--- src/rtl/tx_lane_framer_pkg.sv ---
// Shared symbol constants, forced-symbol codes and framer state encoding.
package tx_lane_framer_pkg;

    localparam logic [7:0] SYM_COM = 8'hBC;
    localparam logic [7:0] SYM_PAD = 8'hF7;
    localparam logic [7:0] SYM_SKP = 8'h1C;
    localparam logic [7:0] SYM_STP = 8'hFB;
    localparam logic [7:0] SYM_SDP = 8'h5C;
    localparam logic [7:0] SYM_END = 8'hFD;
    localparam logic [7:0] SYM_EDB = 8'hFE;
    localparam logic [7:0] SYM_FTS = 8'h3C;
    localparam logic [7:0] SYM_IDL = 8'h7C;

    typedef enum logic [3:0] {
        FS_COM  = 4'd0,
        FS_PAD  = 4'd1,
        FS_SKP  = 4'd2,
        FS_STP  = 4'd3,
        FS_SDP  = 4'd4,
        FS_END  = 4'd5,
        FS_EDB  = 4'd6,
        FS_FTS  = 4'd7,
        FS_IDL  = 4'd8,
        FS_ZERO = 4'd9
    } force_sym_e;

    typedef enum logic [1:0] {
        ST_IDLE = 2'd0,
        ST_DATA = 2'd1,
        ST_ENDW = 2'd2,
        ST_SKPS = 2'd3
    } state_e;

    // One lane symbol together with its control flag.
    typedef struct packed {
        logic       k;
        logic [7:0] sym;
    } ksym_t;

    // Forced-symbol decode; codes above IDL produce a zero data byte.
    function automatic ksym_t force_lookup(input logic [3:0] code);
        ksym_t r;
        r.k = 1'b1;
        case (code)
            FS_COM:  r.sym = SYM_COM;
            FS_PAD:  r.sym = SYM_PAD;
            FS_SKP:  r.sym = SYM_SKP;
            FS_STP:  r.sym = SYM_STP;
            FS_SDP:  r.sym = SYM_SDP;
            FS_END:  r.sym = SYM_END;
            FS_EDB:  r.sym = SYM_EDB;
            FS_FTS:  r.sym = SYM_FTS;
            FS_IDL:  r.sym = SYM_IDL;
            default: begin
                r.k   = 1'b0;
                r.sym = 8'h00;
            end
        endcase
        return r;
    endfunction

endpackage

--- src/rtl/tx_lane_framer_if.sv ---
// Packet input, force control and lane output bundle of the transmit framer.
interface tx_lane_framer_if #(
    parameter int LANES = 4
);
    logic [8*LANES-1:0] in_data;
    logic               in_valid;
    logic               in_sop;
    logic               in_eop;
    logic               in_type;
    logic               in_err;
    logic               in_ready;
    logic               force_en;
    logic [3:0]         force_sym;
    logic [8*LANES-1:0] out;
    logic [LANES-1:0]   out_k;
    logic               valid;
    logic               drop;

    modport master (
        output in_data, in_valid, in_sop, in_eop, in_type, in_err,
        output force_en, force_sym,
        input  in_ready, out, out_k, valid, drop
    );

    modport slave (
        input  in_data, in_valid, in_sop, in_eop, in_type, in_err,
        input  force_en, force_sym,
        output in_ready, out, out_k, valid, drop
    );
endinterface

--- src/rtl/tx_lane_framer_skp_scheduler.sv ---
// SKP interval timer: raises pending once per interval and holds it until
// the framer consumes it, so several elapsed intervals collapse to one set.
module tx_skp_scheduler #(
    parameter int SKP_INTERVAL = 1180,
    parameter int CW           = 11
) (
    input  logic clk,
    input  logic reset,
    input  logic clear,
    output logic pending
);
    localparam logic [CW-1:0] LAST = CW'(SKP_INTERVAL - 1);

    logic [CW-1:0] cnt;

    // Count up, flag pending on the edge that reaches LAST, then freeze.
    always_ff @(posedge clk or posedge reset) begin
        if (reset) begin
            cnt     <= '0;
            pending <= 1'b0;
        end else if (clear) begin
            cnt     <= '0;
            pending <= 1'b0;
        end else if (!pending) begin
            cnt <= cnt + 1'b1;
            if (cnt == LAST - 1'b1)
                pending <= 1'b1;
        end
    end
endmodule

--- src/rtl/tx_lane_framer.sv ---
// Multi-lane transmit framer: wraps buffer packets in STP/SDP .. END/EDB,
// pads bubbles, idles with IDL, inserts SKP ordered sets between packets and
// supports forced-symbol output. All lane outputs are registered.
module tx_lane_framer
    import tx_lane_framer_pkg::*;
#(
    parameter int LANES        = 4,
    parameter int SKP_INTERVAL = 1180,
    parameter int SKP_LEN      = 3,
    parameter int CW           = 11
) (
    input  logic             clk,
    input  logic             reset,
    tx_lane_framer_if.slave  bus
);
    state_e                  state, state_n;
    logic                    end_err, end_err_n;
    logic [2:0]              skp_cnt, skp_cnt_n;
    logic                    skp_pending, skp_clear;
    ksym_t                   fs;

    logic [LANES-1:0][7:0]   out_r, out_n;
    logic [LANES-1:0]        k_r, k_n;
    logic                    valid_r, valid_n;
    logic                    drop_r, drop_n;

    tx_skp_scheduler #(
        .SKP_INTERVAL (SKP_INTERVAL),
        .CW           (CW)
    ) u_skp (
        .clk     (clk),
        .reset   (reset),
        .clear   (skp_clear),
        .pending (skp_pending)
    );

    // Orphan beats are only taken in IDLE when nothing of higher priority wins.
    assign bus.in_ready = (state == ST_DATA) ||
                          ((state == ST_IDLE) && bus.in_valid && !bus.in_sop &&
                           !bus.force_en && !skp_pending);

    // Next-state and next output word.
    always_comb begin
        state_n   = state;
        end_err_n = end_err;
        skp_cnt_n = skp_cnt;
        skp_clear = 1'b0;
        fs        = force_lookup(bus.force_sym);
        out_n     = {LANES{SYM_IDL}};
        k_n       = '1;
        valid_n   = 1'b0;
        drop_n    = 1'b0;
        case (state)
            ST_IDLE: begin
                if (bus.force_en) begin
                    out_n = {LANES{fs.sym}};
                    k_n   = {LANES{fs.k}};
                end else if (skp_pending) begin
                    out_n     = {LANES{SYM_COM}};
                    skp_clear = 1'b1;
                    skp_cnt_n = '0;
                    state_n   = ST_SKPS;
                end else if (bus.in_valid && bus.in_sop) begin
                    // Start word only; the SOP beat stays held upstream.
                    out_n    = {LANES{SYM_PAD}};
                    out_n[0] = bus.in_type ? SYM_SDP : SYM_STP;
                    valid_n  = 1'b1;
                    state_n  = ST_DATA;
                end else if (bus.in_valid) begin
                    drop_n = 1'b1;
                end
            end
            ST_DATA: begin
                if (bus.in_valid) begin
                    out_n   = bus.in_data;
                    k_n     = '0;
                    valid_n = 1'b1;
                    if (bus.in_eop) begin
                        end_err_n = bus.in_err;
                        state_n   = ST_ENDW;
                    end
                end else begin
                    out_n = {LANES{SYM_PAD}};
                end
            end
            ST_ENDW: begin
                out_n    = {LANES{SYM_PAD}};
                out_n[0] = end_err ? SYM_EDB : SYM_END;
                valid_n  = 1'b1;
                state_n  = ST_IDLE;
            end
            ST_SKPS: begin
                out_n = {LANES{SYM_SKP}};
                if (skp_cnt == 3'(SKP_LEN - 1)) begin
                    skp_cnt_n = '0;
                    state_n   = ST_IDLE;
                end else begin
                    skp_cnt_n = skp_cnt + 1'b1;
                end
            end
            default: state_n = ST_IDLE;
        endcase
    end

    // State and registered lane outputs.
    always_ff @(posedge clk or posedge reset) begin
        if (reset) begin
            state   <= ST_IDLE;
            end_err <= 1'b0;
            skp_cnt <= '0;
            out_r   <= '0;
            k_r     <= '0;
            valid_r <= 1'b0;
            drop_r  <= 1'b0;
        end else begin
            state   <= state_n;
            end_err <= end_err_n;
            skp_cnt <= skp_cnt_n;
            out_r   <= out_n;
            k_r     <= k_n;
            valid_r <= valid_n;
            drop_r  <= drop_n;
        end
    end

    assign bus.out   = out_r;
    assign bus.out_k = k_r;
    assign bus.valid = valid_r;
    assign bus.drop  = drop_r;
endmodule

--- src/flat_wrapper.sv ---
// flat-port wrapper written by rule: the top's interface ports become plain ports
module tx_lane_framer_flat import tx_lane_framer_pkg::*;
#(
    parameter int LANES        = 4,
    parameter int SKP_INTERVAL = 1180,
    parameter int SKP_LEN      = 3,
    parameter int CW           = 11
)
  (clk, reset, bus_in_data, bus_in_valid, bus_in_sop, bus_in_eop, bus_in_type, bus_in_err, bus_force_en, bus_force_sym, bus_in_ready, bus_out, bus_out_k, bus_valid, bus_drop);
  tx_lane_framer_if #(.LANES(LANES)) bus_i ();
  input  logic clk;
  input  logic reset;
  input wire logic [$bits(bus_i.in_data)-1:0] bus_in_data;
  input wire logic [$bits(bus_i.in_valid)-1:0] bus_in_valid;
  input wire logic [$bits(bus_i.in_sop)-1:0] bus_in_sop;
  input wire logic [$bits(bus_i.in_eop)-1:0] bus_in_eop;
  input wire logic [$bits(bus_i.in_type)-1:0] bus_in_type;
  input wire logic [$bits(bus_i.in_err)-1:0] bus_in_err;
  input wire logic [$bits(bus_i.force_en)-1:0] bus_force_en;
  input wire logic [$bits(bus_i.force_sym)-1:0] bus_force_sym;
  output wire logic [$bits(bus_i.in_ready)-1:0] bus_in_ready;
  output wire logic [$bits(bus_i.out)-1:0] bus_out;
  output wire logic [$bits(bus_i.out_k)-1:0] bus_out_k;
  output wire logic [$bits(bus_i.valid)-1:0] bus_valid;
  output wire logic [$bits(bus_i.drop)-1:0] bus_drop;
  assign bus_i.in_data = bus_in_data;
  assign bus_i.in_valid = bus_in_valid;
  assign bus_i.in_sop = bus_in_sop;
  assign bus_i.in_eop = bus_in_eop;
  assign bus_i.in_type = bus_in_type;
  assign bus_i.in_err = bus_in_err;
  assign bus_i.force_en = bus_force_en;
  assign bus_i.force_sym = bus_force_sym;
  assign bus_in_ready = bus_i.in_ready;
  assign bus_out = bus_i.out;
  assign bus_out_k = bus_i.out_k;
  assign bus_valid = bus_i.valid;
  assign bus_drop = bus_i.drop;
  tx_lane_framer #(.LANES(LANES), .SKP_INTERVAL(SKP_INTERVAL), .SKP_LEN(SKP_LEN), .CW(CW)) u_core (.clk(clk), .reset(reset), .bus(bus_i));
endmodule
--- config.mk ---
export PLATFORM = sky130hd
export DESIGN_NAME = tx_lane_framer_flat
export DESIGN_NICKNAME = d
export VERILOG_FILES = /design/src/rtl/tx_lane_framer_pkg.sv /design/src/rtl/tx_lane_framer_if.sv /design/src/rtl/tx_lane_framer_skp_scheduler.sv /design/src/rtl/tx_lane_framer.sv /design/src/flat_wrapper.sv
export SDC_FILE = /design/constraint.sdc
export NUM_CORES = 1
export LEC_CHECK = 0
export CORE_MARGIN = 10
export CORE_UTILIZATION = 40
export DETAILED_ROUTE_END_ITERATION = 12
export PLACE_DENSITY = 0.74
export RECOVER_POWER = 50
export SETUP_SLACK_MARGIN = 0.2
export SYNTH_ARGS = -nofsm -noshare
export SYNTH_HDL_FRONTEND = slang
export SYNTH_HIERARCHICAL = 1
export SYNTH_SLANG_ARGS = --single-unit
--- constraint.sdc ---
create_clock -name clk -period 2.4 [get_ports clk]
set_input_delay 0.48 -clock clk [delete_from_list [all_inputs] [get_ports clk]]
set_output_delay 0.48 -clock clk [all_outputs]
set_load 0.02 [all_outputs]
==> flow_metrics.tcl <==
set metrics [dict create \
    path_clk_slew_ns 0.10 \
    worstHoldStart "u_core/state[1]$_DFFE_PP0P_" \
    path_cells "dlygate4sd2_1 -> clkbuf_1 -> nand2b_2 -> nor2_1 -> and2b_1 -> nor4_1 -> mux2_1" \
    p_total_w 0.00404 \
    post-place-ws_ns -0.349 \
    crit_path_start "bus_force_en" \
    path_class "input port to register" \
    leakage_nw 1.51 \
    hold_class "register to register" \
    slowest_stage "mux2_1" \
    routed_wl_mm 7.06 \
    drive_gt1_frac 0.0805 \
    clk_path_buf_depth 2 \
    r2r-start "u_core/state[0]$_DFFE_PP0P_" \
    grt_pass1_vias 2214 \
    synth_top_area_frac 0.494 \
    crit_path_start_kind "input port" \
    finalCriticalPeriod_ns 2.04 \
    rows 29 \
    cts_tree "yes" \
    ys_types 57 \
    ctsHoldBuffers 0 \
    slew_headroom 0.327 \
    synth_area_per_cell_um2 10.0 \
    worstRegToRegCells 5 \
    die_y_um 102 \
    ys_seq_elements 53 \
    power_density_nw_per_um2 1110 \
    tightest_slew_ns 1.01 \
    status "finished clean" \
    setup_viol 0 \
    dieArea_um2 10400 \
    dp.cells 417 \
    min_to "u_core/state[1]$_DFFE_PP0P_" \
    ys.warnings.count 6 \
    initial_core_util 0.418 \
    max-vdd-ir-drop_uv 525 \
    layout.cells.non_filler 425 \
    async_reset_ff_frac 1.00 \
    coreArea_um2 6420 \
    fin_ws_ns 0.361 \
    cp_max_fo 10 \
    via_count 2228 \
    postCtsSetupRepairBufs 0 \
    synthCells 268 \
    min_path_cells 1 \
    grt_use_total 0.132 \
    drt_pass1_iterations 4 \
    syn_area_um2 2680 \
    utilization 0.566 \
    required_ns 2.60 \
    grt_setup_unrepaired "false" \
    clock_skew_ns 0.00378 \
    r2r-end "u_core/u_skp/cnt[9]$_DFFE_PP0P_" \
    hpwl_mm 5.44 \
    io_pins 83 \
    port_buffers 82 \
    clock-sinks 53 \
    insertion_delay_ns 0.30 \
    cts.htree.levels 2 \
    fin_nets 393 \
    synth_area_leader_cell "dfrtp_1" \
    drc 0 \
    fill_cells 572 \
    cp_top_family "simple AND/OR/NAND/NOR gates" \
    ys_top_cells_by_area "dfrtp_1 49%, nor2b_1 4.7%, a21oi_1 3.7%, nor2_1 3.2%, o21a_1 2.8%" \
    syn_nets 314 \
    endpoint_kind "register" \
    die_w_um 102 \
    cap_viol_max_count 0 \
    first_iter_violations 97 \
    path_buf_inv 2 \
    critPathMaxStageDelay_ns 0.35 \
    syn_to_final_growth_pct 35.5 \
    avgViaCountPerCell 5.24 \
    cts_buffers 5 \
    synth_edf_count 0 \
    gp_congestion 0.844 \
    antenna_cells_inserted 0 \
    hold_slack_ns 0.506 \
    timing.fmax_mhz 490 \
    hold_violations 0 \
    synth_ff_type "dfrtp_1" \
    ant_nets 0 \
    drv_slew 0 \
    grt_overflow 0 \
    grt_max_degree 42 \
    arrival_ns 2.24 \
    final.period_utilization 0.850 \
    rrSetupSlack_ns 0.47 \
    grt_pass1_wl_mm 11.1 \
    antenna_found_initial 0 \
    wl_per_cell_um 16.6 \
    clock-root-buffer "clkbuf_8" \
    ys_seq_area_frac 0.494 \
]
## cell usage in the layout, fill, tap and decap left out, drive strengths merged, types with 4 or more instances in the layout
cell type	count
a21oi	20
buf	8
clkbuf	8
clkdlybuf4s50	76
dfrtp	53
inv	9
mux2	4
nand2	12
nand2b	4
nand3	6
nor2	25
nor2b	20
o21a	10
o21ai	24
o22ai	4
or3	4
## where the power goes
group / switching, W / total (W) / internal, W
Combinational: 0.00111 / 0.00205 / 0.000943
Sequential: 0.000221 / 0.00149 / 0.00126
Clock: 0.000302 / 0.000509 / 0.000208
## area by class of cell
cell class,instances,area (µm²),area share
flip-flops and latches,53,1330,0.365
multi-input cells,186,1200,0.331
repair buffers,92,887,0.244
well taps,77,96.3,0.0265
clock buffers,5,68.8,0.0189
inverters,9,33.8,0.00929
clock inverters,3,21.3,0.00585
## state kept, by name (all words and copies together) (netlist names)
signal,flops
u_core/bus.out,32
u_core/u_skp/cnt,11
u_core/skp_cnt,3
u_core/state,2
u_core/bus.drop,1
u_core/bus.out_k,1
u_core/bus.valid,1
u_core/end_err,1
u_core/u_skp/pending,1
## per-stage QoR
step	setup TNS, ns	instance area, µm²
2_1_floorplan	0	2680
4_1_cts	0	3650
3_3_place_gp	-0.403	3550
5_1_grt	0	3640
3_5_place_dp	-0.349	3550
6_report	0	3640
## logic make-up after synthesis
kind of cell,after synthesis,synth area share
AOI/OAI and AO/OA,78,0.189
xor gates and xnor gates,5,0.0163
adders and majority gates,2,0.00933
buffers and inverters,29,0.0592
DFF,53,0.494
muxes,5,0.0205
and+or+nand+nor,96,0.211
## synthesized netlist by cell type, types with 3 or more instances
cell type	instances
a21oi_1	20
a31oi_1	3
and2_1	3
and2b_1	3
buf_2	7
buf_4	7
clkbuf_1	4
dfrtp_1	53
inv_1	8
mux2_1	4
nand2_1	12
nand2b_1	3
nand3_1	6
nor2_1	23
nor2b_1	20
o21a_1	10
o21ai_0	10
o21ai_1	14
o22ai_1	4
or3_1	4
xor2_1	3
## worst max-delay path by stage
stage,end,slack [ns],cells after the start
finish,u_core/u_skp/cnt[9]$_DFFE_PP0P_,0.36,7
detailed placement,bus_in_ready,-0.35,6
global placement,bus_in_ready,-0.40,6
floorplan,u_core/u_skp/cnt[8]$_DFFE_PP0P_,0.39,6
CTS,bus_in_ready,0.21,6
global route,u_core/u_skp/cnt[10]$_DFFE_PP0P_,0.16,7
## repair_timing
| item | in CTS | in global routing |
|---|---|---|
| cloned | 0 | 0 |
| setup endpoints to repair | 1 | 1 |
| resized for setup | 8 | 2 |
| pin swaps | 2 | 1 |
## per-layer routing
layer / wire length, µm / global-route usage / vias up
met3: 398 / 0.0331 / 10
met5: 0 / 0 / -
met1: 2770 / 0.143 / 1066
met4: 108 / 0.0358 / 0
met2: 3780 / 0.248 / 53
li1: - / - / 1099
(Power assumes the default switching activity.)
